[src/rtl/duty_meas_if.sv]
// Duty measurement bus: signal under test in, latched results out.
// Ports: ft (in), tH/T/duty/valid/no_sig/busy (out from slave).
interface duty_meas_if #(
    parameter int CNT_W = 20
);
    logic             ft;
    logic [CNT_W-1:0] tH;
    logic [CNT_W-1:0] T;
    logic [9:0]       duty;
    logic             valid;
    logic             no_sig;
    logic             busy;

    modport master (
        output ft,
        input  tH, T, duty, valid, no_sig, busy
    );

    modport slave (
        input  ft,
        output tH, T, duty, valid, no_sig, busy
    );
endinterface

[src/rtl/duty_meas.sv]
// Period / high-time / duty (permille) meter for an asynchronous input.
// Ports: c0 clock, rst sync active-high reset, m = duty_meas_if slave.
module duty_meas #(
    parameter int CNT_W     = 20,
    parameter int PCT_SCALE = 1000
) (
    input  logic        c0,
    input  logic        rst,
    duty_meas_if.slave  m
);
    localparam int DW   = CNT_W + 10;
    localparam int IW   = $clog2(DW + 1);
    localparam logic [CNT_W-1:0] CMAX = '1;
    localparam logic [IW-1:0]    LAST = IW'(DW - 1);

    typedef enum logic [1:0] {IDLE, HIGH, LOW, DIV} state_t;

    state_t state, state_nx;

    logic             s1, s2, s3;
    logic [2:0]       vld;
    logic             armed, arm_ok;
    logic             rise, fall, edge_p;
    logic             tmo, last;

    logic [CNT_W-1:0] per_cnt, hi_cnt, to_cnt;
    logic [CNT_W-1:0] dvs, rem, rem_nx;
    logic [CNT_W:0]   rem_sh;
    logic [DW-1:0]    dvd;
    logic [9:0]       q, q_nx;
    logic [IW-1:0]    it_cnt;
    logic             ge;

    logic [CNT_W-1:0] th_q, t_q;
    logic [9:0]       duty_q;
    logic             valid_q, nosig_q;

    // vld tracks which sync stages hold real samples since reset; a
    // rise is only accepted once the delayed stage has really been low.
    assign arm_ok = armed | (vld[2] & ~s3);
    assign rise   = s2 & ~s3 & arm_ok;
    assign fall   = ~s2 & s3;
    assign edge_p = rise | fall;
    assign last   = (it_cnt == LAST);

    // per_cnt guard keeps the period counter from wrapping when both
    // phases are long but each individually stays under the timeout.
    assign tmo = (state != DIV) &
                 (((to_cnt == CMAX) & ~edge_p) | (per_cnt == CMAX));

    assign rem_sh = {rem, dvd[DW-1]};
    assign ge     = (rem_sh >= {1'b0, dvs});
    assign rem_nx = ge ? CNT_W'(rem_sh - {1'b0, dvs}) : rem_sh[CNT_W-1:0];
    // Quotient never exceeds PCT_SCALE-1, so only 10 bits are kept.
    assign q_nx   = {q[8:0], ge};

    always_ff @(posedge c0) begin
        if (rst) begin
            s1    <= 1'b0;
            s2    <= 1'b0;
            s3    <= 1'b0;
            vld   <= '0;
            armed <= 1'b0;
        end else begin
            s1    <= m.ft;
            s2    <= s1;
            s3    <= s2;
            vld   <= {vld[1:0], 1'b1};
            armed <= arm_ok;
        end
    end

    always_ff @(posedge c0) begin
        if (rst) state <= IDLE;
        else     state <= state_nx;
    end

    always_comb begin
        state_nx = state;
        unique case (state)
            IDLE: if (!tmo && rise) state_nx = HIGH;
            HIGH: if (tmo) state_nx = IDLE;
                  else if (fall) state_nx = LOW;
            LOW:  if (tmo) state_nx = IDLE;
                  else if (rise) state_nx = DIV;
            DIV:  if (last) state_nx = IDLE;
            default: state_nx = IDLE;
        endcase
    end

    always_ff @(posedge c0) begin
        if (rst || state == DIV || tmo) to_cnt <= '0;
        else if (edge_p)                to_cnt <= '0;
        else                            to_cnt <= to_cnt + 1'b1;
    end

    always_ff @(posedge c0) begin
        if (rst) begin
            per_cnt <= '0;
            hi_cnt  <= '0;
            dvs     <= '0;
            dvd     <= '0;
            rem     <= '0;
            q       <= '0;
            it_cnt  <= '0;
            th_q    <= '0;
            t_q     <= '0;
            duty_q  <= '0;
            valid_q <= 1'b0;
            nosig_q <= 1'b0;
        end else begin
            valid_q <= 1'b0;
            if (tmo) begin
                per_cnt <= '0;
                hi_cnt  <= '0;
                th_q    <= '0;
                t_q     <= '0;
                duty_q  <= '0;
                nosig_q <= 1'b1;
            end else begin
                unique case (state)
                    IDLE: begin
                        if (rise) begin
                            per_cnt <= CNT_W'(1);
                            hi_cnt  <= CNT_W'(1);
                        end
                    end
                    HIGH: begin
                        per_cnt <= per_cnt + 1'b1;
                        if (!fall) hi_cnt <= hi_cnt + 1'b1;
                    end
                    LOW: begin
                        if (rise) begin
                            dvs    <= per_cnt;
                            dvd    <= DW'(hi_cnt) * DW'(PCT_SCALE);
                            rem    <= '0;
                            q      <= '0;
                            it_cnt <= '0;
                        end else begin
                            per_cnt <= per_cnt + 1'b1;
                        end
                    end
                    DIV: begin
                        rem    <= rem_nx;
                        q      <= q_nx;
                        dvd    <= {dvd[DW-2:0], 1'b0};
                        it_cnt <= it_cnt + 1'b1;
                        if (last) begin
                            th_q    <= hi_cnt;
                            t_q     <= dvs;
                            duty_q  <= q_nx;
                            valid_q <= 1'b1;
                            nosig_q <= 1'b0;
                            per_cnt <= '0;
                        end
                    end
                    default: ;
                endcase
            end
        end
    end

    assign m.tH     = th_q;
    assign m.T      = t_q;
    assign m.duty   = duty_q;
    assign m.valid  = valid_q;
    assign m.no_sig = nosig_q;
    assign m.busy   = (state != IDLE);
endmodule

[src/flat_wrapper.sv]
// flat-port wrapper written by rule: the top's interface ports become plain ports
module duty_meas_flat 
#(
    parameter int CNT_W     = 20,
    parameter int PCT_SCALE = 1000
)
  (c0, rst, m_ft, m_tH, m_T, m_duty, m_valid, m_no_sig, m_busy);
  duty_meas_if #(.CNT_W(CNT_W)) m_i ();
  input  logic c0;
  input  logic rst;
  input wire logic [$bits(m_i.ft)-1:0] m_ft;
  output wire logic [$bits(m_i.tH)-1:0] m_tH;
  output wire logic [$bits(m_i.T)-1:0] m_T;
  output wire logic [$bits(m_i.duty)-1:0] m_duty;
  output wire logic [$bits(m_i.valid)-1:0] m_valid;
  output wire logic [$bits(m_i.no_sig)-1:0] m_no_sig;
  output wire logic [$bits(m_i.busy)-1:0] m_busy;
  assign m_i.ft = m_ft;
  assign m_tH = m_i.tH;
  assign m_T = m_i.T;
  assign m_duty = m_i.duty;
  assign m_valid = m_i.valid;
  assign m_no_sig = m_i.no_sig;
  assign m_busy = m_i.busy;
  duty_meas #(.CNT_W(CNT_W), .PCT_SCALE(PCT_SCALE)) u_core (.c0(c0), .rst(rst), .m(m_i));
endmodule
[config.mk]
export PLATFORM = sky130hd
export DESIGN_NAME = duty_meas_flat
export DESIGN_NICKNAME = d
export VERILOG_FILES = /design/src/rtl/duty_meas_if.sv /design/src/rtl/duty_meas.sv /design/src/flat_wrapper.sv
export SDC_FILE = /design/constraint.sdc
export NUM_CORES = 1
export LEC_CHECK = 0
export CORE_MARGIN = 5
export CORE_UTILIZATION = 50
export CTS_BUF_LIST = sky130_fd_sc_hd__clkbuf_2
export DETAILED_ROUTE_END_ITERATION = 10
export PLACE_DENSITY = 0.78
export SYNTH_ARGS = -nofsm -noshare
export SYNTH_HDL_FRONTEND = slang
export SYNTH_SLANG_ARGS = --single-unit
export TNS_END_PERCENT = 20
[constraint.sdc]
create_clock -name c0 -period 9 [get_ports c0]
set_clock_uncertainty 0.15 [all_clocks]
set_input_delay 1.8 -clock c0 [delete_from_list [all_inputs] [get_ports c0]]
set_output_delay 1.8 -clock c0 [all_outputs]
set_load 0.05 [all_outputs]
# Yosys cells after proc, flatten, opt, wreduce, memory -nomap -nowiden
# Index checks and enable logic that the tools add are counted.
# totals
ff_bits	205
latch_bits	0
ramBits	0
rom_bits	0
in_bits	3
output_inout_bits	53
wordCells	103
mem_count	0
# classes
n_addsub	5
n_mul	1
n_div	0
n_lt_le_gt_ge	1
eq_ne	15
shifts	0
muxes	27
bitwise_logic	14
n_reduce_logical	20
# op_table
operator	count
$mux W20	6
$pmux W20 S2	2
$pmux W20 S4	1
$add A20 B1 Y20 const B	3
$pmux W30 S2	1
$eq A20 B20 Y1 const B	2
$mux W30	1
$mul A20 B7 Y27 const B	1
$ge A21 B20 Y1	1
$sub A20 B20 Y20	1
$pmux W9 S2	1
$mux W2	6
$reduce_and A3 Y1	4
$pmux W5 S2	1
$reduce_bool A2 Y1	5
$mux W9	1
$ne A2 B1 Y1 const B	4
$pmux W2 S4	1
$and A1 B1 Y1	6
$ne A2 B2 Y1 const B	3
$ne A3 B1 Y1 const B	2
$add A5 B1 Y5 const B	1
$eq A5 B5 Y1 const B	1
$mux W1	5
13 further kinds	23

# Longest topological paths before layout
# depth
word_depth	13
ltp_mapped	17
depth_no_buf	17

# Least setup slack after synthesis
# Ideal clock, no wire load.
# synth_timing
path_kind	reg-to-reg
from	reg u_core.hi_cnt[6]
to	reg u_core.dvd[26]
setup_time_ps	133
arrival_time_ps	4543
required_time_ps	8717
slack_ps	4174
path_stages_with_launch	18
n_path_buf	1
period_less_slack_ps	4826
path_cell_list	dfxtp_1 > inv_1 > fa_1 > fa_1 > fa_1 > fa_1 > inv_1 > ha_1 > clkbuf_1 > a21oi_1 > o21ai_0 > a22oi_1 > o21ai_0 > o41ai_1 > o21ai_0 > a311oi_1 > a41o_1 > a21oi_1
# synth_between
elab_chain_cells	3
# synth_rtl
element	line	source
start, declared	duty_meas.sv:26	logic [CNT_W-1:0] per_cnt, hi_cnt, to_cnt;
start signal, assigned	duty_meas.sv:130	if (!fall) hi_cnt <= hi_cnt + 1'b1;
$mul A20 B7 Y27	duty_meas.sv:135	dvd <= DW'(hi_cnt) * DW'(PCT_SCALE);
$mux W30	duty_meas.sv:133	if (rise) begin
$pmux W30 S2	duty_meas.sv:121	unique case (state)
end signal, assigned	duty_meas.sv:135	
end signal, assigned	duty_meas.sv:146	dvd <= {dvd[DW-2:0], 1'b0};
end, declared	duty_meas.sv:29	logic [DW-1:0] dvd;
# Every way passes these cells. The select of a mux whose other input is x is not followed.
# A chain may end at the register's enable or synchronous reset.

# Final worst setup path
# layout_timing
from	reg u_core.hi_cnt[2]
to	reg u_core.dvd[26]
# The elaborated chain is that of the path after synthesis.

==> reports/results.txt <==
Top Usage Layer GRT: met2
Initial drt markers: 731
GR met1 Demand/Resource: 0.240
Power Density: 119 mW/mm²
Pin count of the biggest net entering global routing: 73
Worst slew margin: 0.215
Global-route wire length before repair: 45500 µm
Number of port buffers: 55
Post-route minimum period: 5.36 ns
Fraction of layout cells with a size suffix above 1: 0.0702
CTS tree: done
Fmax achieved: 186 MHz
Syn Nets: 1592
Die Span Y: 166 µm
Switching Share: 0.269
GRT overflow: 0
Multi-input gate area: 0.00741 mm²
Clock power share: 0.390
Worst Hold Slack: 0.294 ns
WP buf/inv: 2
Max-slew violation total from the final report: 0
Fillers: 2195
DIE WIDTH: 166 µm
CP cell instances: inv_1, fa_1, fa_1, fa_1, fa_1, inv_1, ha_1, a21oi_1, o211ai_1, o211ai_1, o21ai_0, o41ai_1, o21ai_0, a311oi_1, a41o_1, a21oi_1
Vias per cell: 5.31
Yosys Warn Count: 0
M2 GR Usage: 0.334
Area Growth Syn to Fin: 10.3%
Clock latency on the worst-skew pair: 0.84 ns
Cts repair resizes: 0
Final period util: 0.596
Post-synth EDFFs: 0
Number of CTS-inserted buffers: 51
# setup viols final: 0
CP Launch Type: flop
Critical path's most frequent cell: fa_1
Gate power share: 0.044
Max-capacitance violation count: 0
Pint: 1.17 mW
Post-DP HPWL: 18700 µm
Setup tns final: 0 ns
Post-synth ARST share: 0
Placeable Area: 0.0242 mm²
Met3 usage: 0.0345
Lkg Pwr: 5.62 nW
Top delay family on crit path: adder cells
CP Max Fanout: 6
Root Driver: clkbuf_2
CTS Hold Bufs: 0
Initial antenna violation count: 1
Drt drc: 0
I/O Pins: 56
RSZ-0062 raised after global routing: no
Worst setup path class: flop to flop
Starting Density: 0.504
Via count: 9826
Worst min path class: flop to flop
Vias in the first global route: 9878
Detailed Routing Iterations Pass 1: 6
Count of nets after finishing: 1652
Worst setup margin: 3.64 ns
CP endpoint kind: flop
Switch Pwr: 430 µW
Post-place setup slack: 3.63 ns
Num rows: 57
Worst-margin pin slew: 1.18 ns
Syn avg cell area: 8.53 µm²
Antenna viol nets, final: 0
Clk slew on worst S/H paths: 0.11 ns
Crit-path max cell delay: 0.55 ns
Cell Area, Synth: 0.0122 mm²
Cells after synthesis: 1429
Gr usage total: 0.190
Register area: 0.00404 mm²
Gpl congestion: 0.861
Sequential Power Share: 0.567
H-Tree Depth: 2
Seq cells post-synth: 202
Post-Route WL: 26300 µm
Clock sinks: 202
Outcome: complete, no violations
WL per Instance: 14.2 µm
Worst EP arrival: 5.86 ns
Slowest stage cell, crit path: fa_1
Cell variety after synth: 62
Primary FF master, synth: dfxtp_1
Seq/Total Area, Yosys: 0.332
CTS max path bufs: 3
Worst Path Required: 9.50 ns
Worst VDD drop: 0.0866 mV
Final Hold Fails: 0
Die area: 0.0276 mm²
Post-CTS setup repair buffer count: 0
power by group through the flow:
stage | sequential [mW] | clock (mW) | combinational (mW)
6_report | 0.905 | 0.622 | 0.0695
5_1_grt | 0.907 | 0.694 | 0.0772
4_1_cts | 0.905 | 0.648 | 0.0696
3_5_place_dp | 0.926 | 0 | 0.0691
3_3_place_gp | 0.926 | 0 | 0.0676
2_1_floorplan | 0.925 | 0 | 0.0528
cells in the final DEF, fill, tap and decap left out, types with 5 or more instances in the layout:
cell,instances
dfxtp_1,202
buf_4,9
xor2_1,36
nand4_1,15
a22oi_1,6
and4_1,9
fa_1,71
or3_1,5
nand2_1,196
xnor2_1,46
nand3_1,49
o21a_1,5
nor3_1,25
o211ai_1,8
mux2i_1,34
clkdlybuf4s50_1,54
ha_1,88
a311oi_1,6
a211oi_1,13
o21ai_0,58
nor2b_1,10
or2_2,5
nor2_1,140
a21o_1,12
and3_1,12
inv_1,134
clkinv_1,11
clkbuf_2,72
nand2b_1,10
a21oi_1,120
registers in the layout, indices dropped and copies added (netlist names), 2 cells and up:
register / flops
u_core.m.T: 20
u_core.rem: 20
u_core.state: 2
u_core.dvd: 27
u_core.per_cnt: 20
u_core.dvs: 20
u_core.it_cnt: 5
u_core.m.tH: 20
u_core.vld: 3
u_core.hi_cnt: 20
u_core.m.duty: 10
u_core.q: 9
u_core.to_cnt: 20
cell type report:
type	instances	share of cell area
antenna	1	0.000186
clock inverter	17	0.00782
timing repair buffer	64	0.0456
multi-input combinational	1035	0.551
clock buffer	72	0.0268
inverter	135	0.0377
tap	324	0.0302
sequential	202	0.301
cells by family after synthesis:
logic type,share of synthesized area
simple gates,0.181
mux,0.0298
buf+inv,0.0619
xor+xnor,0.0589
flops,0.332
fa+ha+maj,0.208
compound gates,0.129
per-stage QoR:
step                      area (µm²)  std cells   util  power, mW
final                          13400       1850  0.556       1.60
after global routing           13400       1850  0.556       1.68
after global placement         13000       1760  0.537      0.993
after detailed placement       13000       1760  0.537      0.995
after CTS                      13400       1849  0.556       1.62
after floorplan                12200       1429      -      0.977
final timing paths:
path                                      end  cells past startpoint  slack (ns)                     startpoint
setup reg to reg  u_core.dvd[26]$_SDFFE_PP0P_                     16        3.64  u_core.hi_cnt[2]$_SDFFE_PP0P_
hold / removal       u_core.vld[2]$_SDFF_PP0_                      1        0.29       u_core.vld[1]$_SDFF_PP0_
setup / recovery  u_core.dvd[26]$_SDFFE_PP0P_                     16        3.64  u_core.hi_cnt[2]$_SDFFE_PP0P_
hold reg to reg      u_core.vld[2]$_SDFF_PP0_                      1        0.29       u_core.vld[1]$_SDFF_PP0_
synth_stat cells, types with 2 or more instances:
library cell | count | area share
buf_1 | 3 | 0.00092
o21a_1 | 5 | 0.0031
dfxtp_1 | 202 | 0.33
a22oi_1 | 6 | 0.0037
o41ai_1 | 2 | 0.0014
xnor2_1 | 46 | 0.033
nor2_1 | 141 | 0.043
nor4_1 | 4 | 0.0021
nor3_1 | 25 | 0.010
nand3_1 | 49 | 0.020
mux2i_1 | 34 | 0.028
a21oi_1 | 120 | 0.049
and2_1 | 4 | 0.0021
a21o_1 | 12 | 0.0074
o31ai_1 | 2 | 0.0012
o21ai_1 | 4 | 0.0016
mux2_2 | 2 | 0.0018
buf_4 | 6 | 0.0037
nand2b_1 | 10 | 0.0051
o211a_1 | 4 | 0.0033
o211ai_1 | 8 | 0.0049
nand2_1 | 197 | 0.061
inv_1 | 134 | 0.041
o2111ai_1 | 3 | 0.0022
nor2b_1 | 10 | 0.0051
o31a_1 | 2 | 0.0014
fa_1 | 71 | 0.12
ha_1 | 89 | 0.091
o21bai_1 | 2 | 0.0012
a211oi_1 | 13 | 0.0080
a31oi_1 | 3 | 0.0015
a221oi_1 | 2 | 0.0014
buf_2 | 9 | 0.0037
xor2_1 | 36 | 0.026
or2_2 | 5 | 0.0026
nand4_1 | 15 | 0.0077
a311oi_1 | 6 | 0.0043
and3_1 | 12 | 0.0062
o21ai_0 | 58 | 0.024
clkbuf_1 | 39 | 0.012
and4_1 | 9 | 0.0065
or3_1 | 5 | 0.0026
metal layers:
layer  share of wire  up-vias
met1            0.45     4669
met3           0.049       38
met4           0.019        0
met2            0.48      198
li1                -     4921
met5               0        -
Note: power is estimated with default switching activity, not from simulation.
